### config.mk
export PLATFORM = sky130hd
export DESIGN_NAME = fetch_unit
export DESIGN_NICKNAME = d
export VERILOG_FILES = /design/src/rtl/fetch_unit.sv
export SDC_FILE = /design/constraint.sdc
export NUM_CORES = 1
export LEC_CHECK = 0
export CAP_MARGIN = 40
export CORE_MARGIN = 8
export CORE_UTILIZATION = 48
export DETAILED_ROUTE_END_ITERATION = 8
export MAX_ROUTING_LAYER = met4
export PLACE_DENSITY = 0.77
export SYNTH_ARGS = -nofsm -noshare
export SYNTH_HDL_FRONTEND = slang
export SYNTH_SLANG_ARGS = --single-unit
### constraint.sdc
create_clock -name clk -period 5 [get_ports clk]
set_clock_uncertainty 0.15 [all_clocks]
set_input_delay 0.75 -clock clk [delete_from_list [all_inputs] [get_ports clk]]
set_output_delay 0.75 -clock clk [all_outputs]
set_load 0.03 [all_outputs]
### src/rtl/fetch_unit.sv
// fetch_unit: credit-based fetch with 2-entry response FIFO; FETCH_STALL_CNT_EN adds stall_cnt
module fetch_unit #(
  parameter logic [31:0] RESET_PC = 32'h0000_0000
) (
  input  logic        clk,
  input  logic        rst,
  output logic [31:0] imem_rd_addr,
  input  logic [31:0] imem_rd_data,
  input  logic        redirect_valid,
  input  logic [31:0] redirect_pc,
  output logic        out_valid,
  input  logic        out_ready,
  output logic [31:0] out_pc,
  output logic [31:0] out_insn
`ifdef FETCH_STALL_CNT_EN
  ,
  output logic [31:0] stall_cnt
`endif
);
  logic [31:0] fetch_pc, infl_pc, tgt;
  logic [31:0] f_pc [2];
  logic [31:0] f_insn [2];
  logic [1:0]  cnt, occ;
  logic        infl_v, rd_ptr, wr_ptr, fifo_ne, pop, pop_fifo, push, issue;
  assign tgt          = {redirect_pc[31:2], 2'b00};
  assign fifo_ne      = cnt != 2'd0;
  assign imem_rd_addr = rst ? RESET_PC : redirect_valid ? tgt : fetch_pc;
  assign out_valid    = !rst && !redirect_valid && (fifo_ne || infl_v);
  assign out_pc       = rst ? '0 : fifo_ne ? f_pc[rd_ptr] : infl_pc;
  assign out_insn     = rst ? '0 : fifo_ne ? f_insn[rd_ptr] : imem_rd_data;
  assign pop          = out_valid && out_ready;
  assign pop_fifo     = pop && fifo_ne;
  assign push         = infl_v && !redirect_valid && !(pop && !fifo_ne);
  assign occ          = cnt + {1'b0, infl_v} - {1'b0, pop};
  assign issue        = !rst && (redirect_valid || occ < 2'd2);
  always_ff @(posedge clk) begin
    if (rst) begin
      fetch_pc <= RESET_PC;
      infl_v   <= 1'b0;
      infl_pc  <= '0;
      cnt      <= '0;
      rd_ptr   <= 1'b0;
      wr_ptr   <= 1'b0;
    end else begin
      infl_v  <= issue;
      infl_pc <= imem_rd_addr;
      if (issue) fetch_pc <= imem_rd_addr + 32'd4;
      if (redirect_valid) begin
        cnt    <= '0;
        rd_ptr <= 1'b0;
        wr_ptr <= 1'b0;
      end else begin
        cnt <= cnt + {1'b0, push} - {1'b0, pop_fifo};
        if (push) wr_ptr <= !wr_ptr;
        if (pop_fifo) rd_ptr <= !rd_ptr;
      end
    end
  end
  always_ff @(posedge clk) begin
    if (push && !rst) begin
      f_pc[wr_ptr]   <= infl_pc;
      f_insn[wr_ptr] <= imem_rd_data;
    end
  end
`ifdef FETCH_STALL_CNT_EN
  always_ff @(posedge clk) begin
    stall_cnt <= rst ? '0 : stall_cnt + {31'd0, out_valid && !out_ready};
  end
`endif
endmodule

==> flow_metrics.tcl <==
set metrics [dict create \
    grt_max_degree 106 \
    syn-cell-area_um2 9050 \
    drv_cap 0 \
    drt_iter0_drc 471 \
    relSlewSlack 0.493 \
    fp.dieW_um 153 \
    final_util 0.616 \
    start_util 0.487 \
    max_freq_ghz 0.251 \
    syn_area_per_cell_um2 11.6 \
    layout_commonest_cell "clkdlybuf4s50_1" \
    p_per_area_nw_per_um2 321 \
    setup_violations 0 \
    synth_flop_cell "edfxtp_1" \
    area_growth_syn_to_layout_pct 26.4 \
    synth.yosys.seq_area_share 0.580 \
    clk-insertion-delay-late_ps 430 \
    yosys_warnings 0 \
    finalHoldViolCount 0 \
    most-common-layout-cells "clkdlybuf4s50_1 (160), nor2_1 (149), edfxtp_1 (128)" \
    hold_path.class "reg -> reg" \
    rows 50 \
    via_per_inst 5.56 \
    hpwl_mm 14.2 \
    drive_gt1_frac 0.0660 \
    cts_sinks 198 \
    place_inst 1126 \
    synth_area_leader_cell "edfxtp_1" \
    worstPathArrival_ps 3080 \
    synth_cell_types 63 \
    post_cts_buffers 0 \
    cp_slowest_cell "clkdlybuf4s50_1" \
    vias 6440 \
    synth.top_cell.area_share 0.425 \
    critPathMaxStageDelay_ps 640 \
    wl_per_cell_um 18.2 \
    rsz0062_at_grt "no" \
    worstSetupEndpointType "primary output" \
    crit_buf_inv 3 \
    ys_ff_latch 198 \
    antenna_found_initial 0 \
    cpLargestDelayFamily "buffers and inverters" \
    firstDrtPassIters 4 \
    grt_use_total 0.184 \
    io_pins 165 \
    dieArea_um2 23500 \
    async_flop_share 0 \
    drv_slew 0 \
    antenna_left 0 \
    core_area_um2 18600 \
    cp_cell_sequence "buf_2 -> buf_4 -> mux2i_1 -> nor2_1 -> clkdlybuf4s50_1" \
    cts_root_buffer "clkbuf_16" \
    cts_tree "built" \
    status "completed" \
    grt_pass1_wl_mm 34.1 \
    path_class "in -> out" \
    syn-num-nets 849 \
    cp.required_ps 4100 \
    clockBufferDepth 2 \
    cts_hold_buffers 0 \
    cp-start-kind "primary input" \
    clk_pin_slew_ps 80 \
    grt.overflow.total 0 \
    post-route-period-util 0.797 \
    worst_slew_pin_slew_ps 761 \
    antennaDiodeCount 0 \
    synth_edf_count 128 \
    crit_path_max_fanout 30 \
    instances_no_fill 1158 \
    die_h_um 153 \
    ir_drop_v 0.000219 \
    first_global_vias 6353 \
    numCtsBuffers 17 \
    cp_num_cells 5 \
    total_power_w 0.00367 \
    p_leak_nw 3.82 \
    layout.nets 983 \
    min_delay_path_depth 0 \
    ctsResizeCount 0 \
    htreeDepth 4 \
    reg2reg_depth 10 \
    fin_crit_ps 3980 \
    netlist_instances 777 \
    drc 0 \
    wl_mm 21.1 \
    place.gp.congestion 0.884 \
    port_buffers 162 \
    synth.area.top_cells "edfxtp_1 (42%), dfxtp_1 (15%), mux2i_1 (10%), a211oi_1 (6.6%), nor2_1 (6.3%)" \
]
[state kept, by name, summed over array words and instances, names as in the netlist, named ones only]
register	flops
f_pc	64
rd_ptr	1
cnt	2
fetch_pc	32
f_insn	64
infl_v	1
wr_ptr	1
infl_pc	32
[Yosys cell counts (5+ instances only)]
cell / number
and2_1: 9
mux2i_1: 93
o31ai_1: 5
a21oi_1: 6
o21ai_0: 6
or3_1: 7
dfxtp_1: 70
nand3b_1: 8
or4_1: 7
buf_6: 7
nand2_1: 24
xor2_1: 12
a211oi_1: 80
nor2_1: 151
buf_1: 7
nand4_1: 9
xnor2_1: 6
edfxtp_1: 128
clkbuf_1: 37
inv_1: 9
nand3_1: 18
o211ai_1: 7
a311oi_1: 9
[kinds of logic (layout without fill, tap and decap cells)]
logic type	after synthesis	in the layout	share of synthesized area
fa+ha+maj	4	4	0.00553
flops	198	198	0.580
mux	94	94	0.104
xor+xnor	18	18	0.0174
simple gates	262	262	0.144
compound gates	134	134	0.113
buf+inv	67	214	0.0369
[where the power goes]
part | switching [W] | leakage (nW) | internal (W) | total, W
Sequential | 0.0000274 | 1.75 | 0.00178 | 0.00181
Clock | 0.000658 | 0.307 | 0.000734 | 0.00139
Combinational | 0.000277 | 1.76 | 0.000193 | 0.000470
Total | 0.000963 | 3.82 | 0.00271 | 0.00367
[per-stage QoR]
| stage | hold WS, ps | instance area [um2] | setup slack, ps | TNS, ps |
|---|---|---|---|---|
| 2_1_floorplan | 276 | 9050 | -340 | -43500 |
| 3_3_place_gp | 281 | 10800 | 1080 | 0 |
| 3_5_place_dp | 288 | 10800 | 1010 | 0 |
| 4_1_cts | 307 | 11400 | 1060 | 0 |
| 5_1_grt | 326 | 11400 | 886 | 0 |
| 6_report | 305 | 11400 | 1020 | 0 |
[path summary, 6_finish.rpt]
path / startpoint / slack (ps) / to
worst max-delay path: redirect_valid / 1020 / imem_rd_addr[14]
worst min-delay path: infl_pc[2]$_SDFF_PP0_ / 310 / f_pc[0][2]$_DFFE_PP_
worst max register to register: cnt[1]$_SDFF_PP0_ / 2260 / fetch_pc[30]$_SDFFE_PP0P_
worst min register to register: infl_pc[2]$_SDFF_PP0_ / 310 / f_pc[0][2]$_DFFE_PP_
[cell type report]
cell class	count	area [um2]
fillers	1505	7140
flip-flops and latches	198	5250
multi-input cells	512	3490
repair buffers	172	1760
clock buffers	19	475
well taps	234	293
clock inverters	13	141
inverters	10	37.5
[metal layers]
metal | global-route usage | vias up | share of wire
met2 | 0.283 | 162 | 0.46
met3 | 0.0491 | 19 | 0.054
li1 | - | 3186 | -
met1 | 0.239 | 3073 | 0.47
met4 | 0.0452 | 0 | 0.011
met5 | - | - | 0
(Power assumes the default switching activity.)
